File: src/rtl/traffic_light_if.sv
// traffic_light_if: sequencer control inputs and lamp/countdown outputs
interface traffic_light_if #(parameter int pNUMBER_WIDTH = 5);
    logic                     tick;
    logic                     en;
    logic                     flash;
    logic [2:0]               ns_light;
    logic [2:0]               ew_light;
    logic [pNUMBER_WIDTH-1:0] ns_count;
    logic [pNUMBER_WIDTH-1:0] ew_count;
    logic                     count_en;
    modport master (output tick, en, flash, input ns_light, ew_light, ns_count, ew_count, count_en);
    modport slave  (input tick, en, flash, output ns_light, ew_light, ns_count, ew_count, count_en);
endinterface

File: src/rtl/traffic_light_sequencer.sv
// traffic_light_sequencer: two-road phase ring with countdowns and flashing-yellow night mode
module traffic_light_sequencer #(
    parameter int pNUMBER_WIDTH = 5,
    parameter int pGREEN_TIME   = 15,
    parameter int pYELLOW_TIME  = 3
) (
    input  logic clk,
    input  logic rst_n,
    traffic_light_if.slave bus
);
    if (pGREEN_TIME < 1 || pGREEN_TIME > 18 || pYELLOW_TIME < 1 || pYELLOW_TIME > 18 ||
        pGREEN_TIME + pYELLOW_TIME > 19) begin : g_bad_time
        $error("traffic_light_sequencer: green/yellow times exceed the 19-second display range");
    end

    localparam logic [pNUMBER_WIDTH-1:0] G = pNUMBER_WIDTH'(pGREEN_TIME);
    localparam logic [pNUMBER_WIDTH-1:0] Y = pNUMBER_WIDTH'(pYELLOW_TIME);

    typedef enum logic [2:0] {NS_GREEN, NS_YELLOW, EW_GREEN, EW_YELLOW, FLASH} state_t;

    state_t                   state, state_n;
    logic [pNUMBER_WIDTH-1:0] cnt, cnt_n;
    logic                     blink, blink_n;

    always_ff @(posedge clk or negedge rst_n) begin
        if (!rst_n) begin
            state <= NS_GREEN;
            cnt   <= G;
            blink <= 1'b1;
        end else begin
            state <= state_n;
            cnt   <= cnt_n;
            blink <= blink_n;
        end
    end

    // flash dominates en, which dominates tick; leaving FLASH never waits for a tick
    always_comb begin
        state_n = state;
        cnt_n   = cnt;
        blink_n = blink;
        if (bus.flash) begin
            state_n = FLASH;
            blink_n = (state != FLASH) ? 1'b1 : blink ^ (bus.en & bus.tick);
        end else if (state == FLASH) begin
            state_n = NS_GREEN;
            cnt_n   = G;
            blink_n = 1'b1;
        end else if (bus.en && bus.tick) begin
            if (cnt > 1) begin
                cnt_n = cnt - 1'b1;
            end else begin
                state_n = (state == NS_GREEN)  ? NS_YELLOW :
                          (state == NS_YELLOW) ? EW_GREEN  :
                          (state == EW_GREEN)  ? EW_YELLOW : NS_GREEN;
                cnt_n   = (state == NS_GREEN || state == EW_GREEN) ? Y : G;
            end
        end
    end

    // red direction counts to its own green: opposing green plus opposing yellow
    always_comb begin
        bus.ns_light = 3'b000;
        bus.ew_light = 3'b000;
        bus.ns_count = '0;
        bus.ew_count = '0;
        bus.count_en = 1'b1;
        case (state)
            NS_GREEN: begin
                bus.ns_light = 3'b001;
                bus.ew_light = 3'b100;
                bus.ns_count = cnt;
                bus.ew_count = cnt + Y;
            end
            NS_YELLOW: begin
                bus.ns_light = 3'b010;
                bus.ew_light = 3'b100;
                bus.ns_count = cnt;
                bus.ew_count = cnt;
            end
            EW_GREEN: begin
                bus.ns_light = 3'b100;
                bus.ew_light = 3'b001;
                bus.ns_count = cnt + Y;
                bus.ew_count = cnt;
            end
            EW_YELLOW: begin
                bus.ns_light = 3'b100;
                bus.ew_light = 3'b010;
                bus.ns_count = cnt;
                bus.ew_count = cnt;
            end
            default: begin
                bus.ns_light = {1'b0, blink, 1'b0};
                bus.ew_light = {1'b0, blink, 1'b0};
                bus.count_en = 1'b0;
            end
        endcase
    end
endmodule

File: src/flat_wrapper.sv
// flat-port wrapper written by rule: the top's interface ports become plain ports
module traffic_light_sequencer_flat 
#(
    parameter int pNUMBER_WIDTH = 5,
    parameter int pGREEN_TIME   = 15,
    parameter int pYELLOW_TIME  = 3
)
  (clk, rst_n, bus_tick, bus_en, bus_flash, bus_ns_light, bus_ew_light, bus_ns_count, bus_ew_count, bus_count_en);
  traffic_light_if #(.pNUMBER_WIDTH(pNUMBER_WIDTH)) bus_i ();
  input  logic clk;
  input  logic rst_n;
  input wire logic [$bits(bus_i.tick)-1:0] bus_tick;
  input wire logic [$bits(bus_i.en)-1:0] bus_en;
  input wire logic [$bits(bus_i.flash)-1:0] bus_flash;
  output wire logic [$bits(bus_i.ns_light)-1:0] bus_ns_light;
  output wire logic [$bits(bus_i.ew_light)-1:0] bus_ew_light;
  output wire logic [$bits(bus_i.ns_count)-1:0] bus_ns_count;
  output wire logic [$bits(bus_i.ew_count)-1:0] bus_ew_count;
  output wire logic [$bits(bus_i.count_en)-1:0] bus_count_en;
  assign bus_i.tick = bus_tick;
  assign bus_i.en = bus_en;
  assign bus_i.flash = bus_flash;
  assign bus_ns_light = bus_i.ns_light;
  assign bus_ew_light = bus_i.ew_light;
  assign bus_ns_count = bus_i.ns_count;
  assign bus_ew_count = bus_i.ew_count;
  assign bus_count_en = bus_i.count_en;
  traffic_light_sequencer #(.pNUMBER_WIDTH(pNUMBER_WIDTH), .pGREEN_TIME(pGREEN_TIME), .pYELLOW_TIME(pYELLOW_TIME)) u_core (.clk(clk), .rst_n(rst_n), .bus(bus_i));
endmodule
File: config.mk
export PLATFORM = sky130hd
export DESIGN_NAME = traffic_light_sequencer_flat
export DESIGN_NICKNAME = d
export VERILOG_FILES = /design/src/rtl/traffic_light_if.sv /design/src/rtl/traffic_light_sequencer.sv /design/src/flat_wrapper.sv
export SDC_FILE = /design/constraint.sdc
export NUM_CORES = 1
export LEC_CHECK = 0
export CAP_MARGIN = 10
export CORE_MARGIN = 3
export CORE_UTILIZATION = 35
export DETAILED_ROUTE_END_ITERATION = 8
export PLACE_DENSITY = 0.58
export SLEW_MARGIN = 20
export SYNTH_ARGS = -nofsm -noshare
export SYNTH_HDL_FRONTEND = slang
export SYNTH_SLANG_ARGS = --single-unit
File: constraint.sdc
create_clock -name clk -period 2.3 [get_ports clk]
set_input_delay 0.46 -clock clk [delete_from_list [all_inputs] [get_ports clk]]
set_output_delay 0.46 -clock clk [all_outputs]
set_load 0.01 [all_outputs]
==> results of run 1 <==
-- cells by family after synthesis --
logic type / Yosys count / share of synthesized area
multiplexers: 2 / 0.0259
XOR/XNOR: 4 / 0.0454
adder cells (fa/ha/maj): 2 / 0.0324
AO/OA/AOI/OAI: 30 / 0.258
AND/OR/NAND/NOR: 43 / 0.274
buffers and inverters: 11 / 0.0648
flip-flops: 9 / 0.300
-- worst paths after layout --
path	startpoint	to	slack [ps]
min	rst_n	u_core.cnt[4]	500
min reg2reg	u_core.blink	u_core.blink	530
max in group asynchronous	rst_n	u_core.blink	1470
max	u_core.cnt[1]	bus_ns_count[4]	40
max reg2reg	u_core.cnt[1]	u_core.cnt[4]	450
min in group clk	u_core.blink	u_core.blink	530
-- placed cells by master, fill, tap and decap left out, types with 2 or more instances in the layout --
cell type / instances
nand2b_1: 2
nand2_1: 9
clkbuf_4: 3
xnor2_1: 4
a21oi_1: 7
clkbuf_2: 2
or3_1: 4
dlygate4sd2_1: 4
clkdlybuf4s50_1: 13
nor2_1: 14
mux2i_1: 2
buf_4: 11
nor3_1: 3
buf_2: 2
a211oi_1: 2
inv_2: 2
nor2b_1: 4
dfrtp_1: 3
o21ai_1: 3
dfstp_2: 5
a22o_1: 2
o21ai_0: 5
-- power by group --
part	switching, W	internal [W]	leakage, nW	total, W
registers	0.0000292	0.000193	0.105	0.000222
clock network	0.0000579	0.0000670	0.0150	0.000125
logic	0.000150	0.000161	0.343	0.000311
-- synth_stat cells --
master / n / area, um^2
inv_1: 3 / 11.3
a21o_1: 1 / 7.51
a22o_1: 2 / 17.5
o31ai_1: 1 / 7.51
mux2i_1: 2 / 20.0
a31oi_1: 1 / 6.26
and2_1: 1 / 6.26
nand3b_1: 1 / 7.51
nor2_1: 15 / 56.3
ha_1: 2 / 25.0
dfstp_2: 5 / 131
nand2b_1: 2 / 12.5
buf_6: 1 / 11.3
dfrtp_1: 4 / 100
nand4_1: 1 / 6.26
or3_1: 4 / 25.0
o211ai_1: 1 / 7.51
xnor2_1: 4 / 35.0
nor3_1: 3 / 15.0
o21ai_1: 2 / 10.0
a21oi_4: 1 / 16.3
a31o_1: 1 / 8.76
a211oi_1: 2 / 15.0
a21oi_1: 8 / 40.0
o32a_1: 1 / 10.0
or3b_4: 1 / 11.3
nor2b_1: 5 / 31.3
nand2_1: 9 / 33.8
buf_2: 1 / 5.00
or2_0: 1 / 6.26
o21ai_0: 6 / 30.0
a21boi_1: 1 / 7.51
o21bai_1: 1 / 7.51
o21a_1: 1 / 7.51
clkbuf_1: 6 / 22.5
-- state kept, by name, indices dropped and copies added (netlist names) --
name          cells
u_core.cnt        5
u_core.state      3
u_core.blink      1
-- final cells by class --
class / instances / area, um^2
timing repair buffer: 32 / 268
fill: 189 / 938
sequential: 9 / 233
clock buffer: 4 / 26.3
multi-input combinational: 81 / 512
tap: 27 / 33.8
inverter: 3 / 11.3
-- timing repair --
action | in CTS | in global routing
endpoints found under the setup margin | 8 | 11
setup buffers | 0 | 1
hold buffers | 0 | 0
hold endpoints to repair | 0 | 0
resized for setup | 14 | 13
pin swaps | 0 | 4
-- per-layer routing --
metal  share of wire  routed length [um]  GRT usage
met1            0.47                 902      0.208
met3           0.064                 122     0.0197
met2            0.45                 865      0.236
met5               0                   0          0
met4           0.014                  26     0.0936
-- stage by stage --
stage	setup slack (ps)	power (W)
floorplan	41.0	0.000388
global placement	-62.2	0.000532
detailed placement	-108	0.000537
CTS	13.8	0.000642
global route	-59.4	0.000713
finish	39.1	0.000658
==> flow_summary_export.csv, run 1 <==
group,metric,value,unit
die,num_rows,16,
place,placed_area,1050,um^2
grt,grt_pass1_wl,3.18,mm
setup_path,cp_num_buf_inv,2,
sta,max_freq,442,MHz
drt,detail-route-antenna-nets,0,
cts,clockBufferDepth,2,
drt,vias_per_cell,4.99,
cts,cts_sinks,9,
synthesis,synth_seq_cells,9,
sta,slew_headroom,0.714,
synthesis,seq_area_frac_synth,0.300,
synthesis,synth.distinct_cells,35,
die,core,2020,um^2
place,port_buffers,21,
place,place.gp.congestion,0.808,
cells_and_area,drive_gt1_frac,0.248,
grt,grt_max_degree,20,
setup_path,crit_family,"simple AND/OR/NAND/NOR gates",
setup_path,worstSetupPathType,"reg2out",
grt,grt_usage,0.155,
cts,cts_root_buffer,"clkbuf_4",
sta,skew,3.96,ps
cells_and_area,final_cells,156,
sta,slew_viol_final,0,
grt,grt.overflow.total,0,
cells_and_area,fin_nets,137,
place,dp_cells,151,
power_and_ir_drop,p_per_area,607,nW/um^2
drt,avgRoutedWirePerCell,12.3,um
setup_path,crit_path_max_incr_delay,530,ps
sta,tightest_slew,428,ps
cts,htree_levels,1,
setup_path,critPathSlowestCell,"dfstp_2",
synthesis,syn_nets,108,
drt,drc_errors,0,
die,num_io_pins,22,
setup_path,ff2ff_path_depth,8,
setup_path,path_cells,"inv_2 > ha_4 > nand3b_1 > or3_1 > a21oi_2 > buf_2",
hold_path,holdCritPathClass,"in2async",
cts,cts_tree,"built",
synthesis,syn_inst,101,
synthesis,ys_warn_count,0,
power_and_ir_drop,p_leak,0.464,nW
cts,clk_pin_slew,60,ps
setup_path,path_max_fanout,3,
drt,wl,1.92,mm
grt,grt_pass1_vias,720,
drt,via_count,778,
die,die_h,53.0,um
setup_path,cp-start-kind,"flop",
power_and_ir_drop,ir_drop,500,uV
sta,setup_viol,0,
grt,antenna_found_initial,0,
cts,cts_buffers,3,
synthesis,syn_area,772,um^2
die,die_x,53.0,um
cells_and_area,diodes,0,
sta,whs,499,ps
cells_and_area,stdcell_area,1080,um^2
setup_path,cp_num_cells,6,
drt,first_pass_iters,4,
sta,hold_violations,0,
setup_path,endpoint_kind,"output pin",
cells_and_area,area_delta_synth_final,40.4,%
sta,grt_setup_unrepaired,"true",
setup_path,cp.required,1840,ps
sta,fin_crit,2260,ps
die,die_area,2810,um^2
drt,drtIter0Drc,10,
setup_path,crit_arrival,1800,ps
cells_and_area,post-route-util,0.536,
outcome,status,"finished, final reports clean",
cts,clkLatencyLatePin,260,ps
place,dp_hpwl,1.44,mm
sta,post-route-period-util,0.983,
synthesis,synth.avg_cell_area,7.64,um^2
die,start_util,0.382,
sta,fin_tns_setup,0,ps
run,maxCapViolCount,0,
Power figures use the tool's default switching activity.
==> inputs of run 2 (changes only) <==
--- a/config.mk
+++ b/config.mk
@@ -5,7 +5,7 @@
 export SDC_FILE = /design/constraint.sdc
 export NUM_CORES = 1
 export LEC_CHECK = 0
-export CAP_MARGIN = 10
+export ABC_AREA = 1
 export CORE_MARGIN = 3
 export CORE_UTILIZATION = 35
 export DETAILED_ROUTE_END_ITERATION = 8
==> run 2 against run 1 <==
Global-route usage fell by 0.85 points. Critical path depth rose by 1. Final area fell by 3.3%. Clock power barely moved. Sequential cell count did not move. Routed wire length fell by 4.6%. Clock skew fell by 2.8 ps. Utilization fell by 0.75 points. Combinational power rose by 89%. Critical path type unchanged. Largest cell class unchanged. Largest power group unchanged. Highest routed layer unchanged.
==> flow_summary_export.csv, run 2 <==
group,metric,value,unit
setup_path,endpoint_kind,"output pin",
sta,skew,1.17,ps
place,dp_hpwl,1.47,mm
synthesis,synth_top_area_cell,"dfstp_2",
synthesis,synth.distinct_cells,24,
die,num_rows,16,
setup_path,critPathSlowestCell,"dfstp_2",
die,start_util,0.374,
cells_and_area,area_delta_synth_final,41.1,%
power_and_ir_drop,p_seq_frac,0.290,
setup_path,r2r-end,"u_core.state[0]",
setup_path,r2r-start,"u_core.cnt[1]",
drt,avgRoutedWirePerCell,11.4,um
power_and_ir_drop,switchingPower,0.000445,W
drt,detail-route-antenna-nets,0,
synthesis,syn_inst,106,
hold_path,holdCritPathClass,"in2async",
synthesis,synth.avg_cell_area,7.00,um^2
setup_path,path_max_fanout,2,
cts,clkLatencyLatePin,260,ps
cells_and_area,fin_nets,142,
power_and_ir_drop,combPwrFrac,0.586,
power_and_ir_drop,sw_frac_of_total,0.443,
power_and_ir_drop,clkPwrFrac,0.124,
cells_and_area,n_fill_cell,207,
cells_and_area,largest_reg_flops,5,
synthesis,synth_seq_cells,9,
cells_and_area,final_common_cell,"nand2_1",
cts,cts_setup_buffers,0,
synthesis,synth_most_common_cell,"nand2_1",
power_and_ir_drop,internal_power,0.000558,W
cts,cts_sinks,9,
die,die_area,2710,um^2
synthesis,ys_top_cells_by_count,"26 x nand2_1, 12 x inv_1, 12 x o21ai_0, 8 x nand3_1, 7 x nor2_1",
power_and_ir_drop,ir_drop,556,uV
synthesis,synth_top_area_share,0.177,
sta,fin_crit,2180,ps
sta,slew_headroom,0.697,
synthesis,synthFlopType,"dfstp_2",
cells_and_area,final_cell_mix,"25 x nand2_1, 11 x inv_1, 11 x o21ai_0, 11 x clkdlybuf4s50_1",
place,place_worst_setup_slack,56.8,ps
cells_and_area,post-route-util,0.528,
setup_path,cp.required,1840,ps
grt,antenna_found_initial,0,
drt,via_count,773,
place,place.gp.congestion,0.860,
sta,slew_viol_final,0,
sta,fin_ws,118,ps
grt,grt_max_degree,10,
setup_path,worstSetupPathType,"reg2out",
run,maxCapViolCount,0,
place,dp_cells,157,
setup_path,r2r_slack,720,ps
drt,first_pass_iters,4,
setup_path,path_cells,"clkinv_1 > ha_1 > inv_1 > nand3_1 > xor2_2 > o22ai_1 > clkbuf_2",
synthesis,syn_area,742,um^2
drt,drtIter0Drc,9,
synthesis,synth_edf_count,0,
synthesis,syn_nets,113,
setup_path,crit_arrival,1720,ps
die,die_x,52.0,um
sta,hold_violations,0,
cts,cts_tree,"built",
sta,fin_tns_setup,0,ps
cells_and_area,reg.largest.list,"u_core.cnt (5), u_core.state (3), u_core.blink (1)",
power_and_ir_drop,p_per_area,958,nW/um^2
cts,cts_buffers,3,
cells_and_area,drive_gt1_frac,0.231,
cts,cts_root_buffer,"clkbuf_4",
sta,max_freq,458,MHz
cts,clockBufferDepth,2,
cells_and_area,top_register,"u_core.cnt",
sta,post-route-period-util,0.949,
die,die_h,52.0,um
die,num_io_pins,22,
setup_path,crit_path_max_incr_delay,530,ps
cells_and_area,diodes,0,
grt,grt_usage,0.147,
cells_and_area,final_cells,161,
grt,grt.overflow.total,0,
setup_path,crit_start,"u_core.cnt[0]",
sta,setup_viol,0,
cts,cts_hold_buffers,0,
sta,tightest_slew,454,ps
drt,wl,1.83,mm
grt,grt_pass1_vias,686,
power_and_ir_drop,p_leak,0.526,nW
cts,clk_pin_slew,60,ps
synthesis,ys_warn_count,0,
synthesis,seq_area_frac_synth,0.312,
drt,drc_errors,0,
outcome,status,"finished, final reports clean",
setup_path,ff2ff_path_depth,8,
sta,grt_setup_unrepaired,"false",
grt,grt_pass1_wl,2.96,mm
setup_path,cp-start-kind,"flop",
place,port_buffers,21,
drt,vias_per_cell,4.80,
die,core,1980,um^2
cts,htree_levels,1,
synthesis,async_reset_ff_frac,1.00,
synthesis,synth_area_leaders,"dfstp_2 18%, dfrtp_1 13%, nand2_1 13%, o21ai_0 8.1%, inv_1 6.1%",
-- run 2: cell count changes in the layout (fill, tap and decap cells not counted), sizes merged, moves of 5 or more --
| cell | before | now |
|---|---|---|
| nor2b | 5 | 0 |
| nand3 | 0 | 8 |
| inv | 3 | 14 |
| o22ai | 0 | 6 |
| o21ai | 8 | 14 |
| nor2 | 15 | 9 |
| nand2 | 9 | 30 |
| buf | 13 | 5 |
-- run 2: through the flow --
stage,cell area (um^2),total power [W],hold WS (ps)
after floorplan,742,0.000640,164
after global placement,1010,0.000896,490
after detailed placement,1010,0.000899,491
after CTS,1030,0.000994,503
after global routing,1050,0.00109,515
final,1050,0.00100,505
-- run 2: worst max-delay path by stage --
stage	end	slack, ps	cells past startpoint
floorplan	bus_ew_count[4]	410	6
global placement	bus_ew_count[4]	80	7
detailed placement	bus_ns_count[4]	60	7
CTS	bus_ew_count[0]	10	6
global route	bus_ew_count[4]	3	7
finish	bus_ew_count[4]	120	7
-- run 2: power groups by stage --
stage	Sequential, W	Combinational, W	Clock (W)
after global placement	0.000284	0.000612	0
after detailed placement	0.000286	0.000612	0
after global routing	0.000296	0.000660	0.000139
final	0.000291	0.000587	0.000124
after floorplan	0.000277	0.000363	0
after CTS	0.000284	0.000581	0.000128
-- run 2: cells by family (layout without fill, tap and decap cells) --
group	Yosys count	count (layout)	share of synthesized area
simple gates	48	48	0.302
xor+xnor	4	4	0.0472
flops	9	9	0.312
fa+ha+maj	2	2	0.0337
buf+inv	16	44	0.0860
compound gates	27	27	0.219
-- run 2: timing repair --
item / 4_1_cts / 5_1_grt
endpoints found under the hold margin: 0 / 0
endpoints found under the setup margin: 11 / 6
gates cloned: 0 / 0
pin swaps: 0 / 0
resized for setup: 11 / 12
-- run 2: area by class of cell --
cell class	instances	area, um^2	area share
sequential	9	234	0.223
tap	27	33.8	0.0323
multi-input combinational	81	469	0.448
clock buffer	4	26.3	0.0251
timing repair buffer	25	228	0.217
inverter	15	56.3	0.0538
-- run 2: layer usage --
layer / share of wire / track usage / up-vias
li1: - / - / 406
met1: 0.49 / 0.193 / 343
met2: 0.44 / 0.232 / 20
met3: 0.054 / 0.0344 / 4
met4: 0.011 / 0.0524 / 0
met5: 0 / 0 / -
-- run 2: critical path, delay by kind of cell (launching register included) --
family                   cells  cell delay (ps)
AND/OR/NAND/NOR              1              100
adder cells (fa/ha/maj)      1              240
buffers and inverters        3              300
flip-flops                   1              530
AO/OA/AOI/OAI                1              110
XOR/XNOR                     1              170
==> inputs of run 3 (changes only) <==
--- a/config.mk
+++ b/config.mk
@@ -9,6 +9,7 @@
 export CORE_MARGIN = 3
 export CORE_UTILIZATION = 35
 export DETAILED_ROUTE_END_ITERATION = 8
+export HOLD_SLACK_MARGIN = 0.02
 export PLACE_DENSITY = 0.58
 export SLEW_MARGIN = 20
 export SYNTH_ARGS = -nofsm -noshare
==> results of run 3 <==
The final DEF is identical to that of run 2; final timing and power are the same.
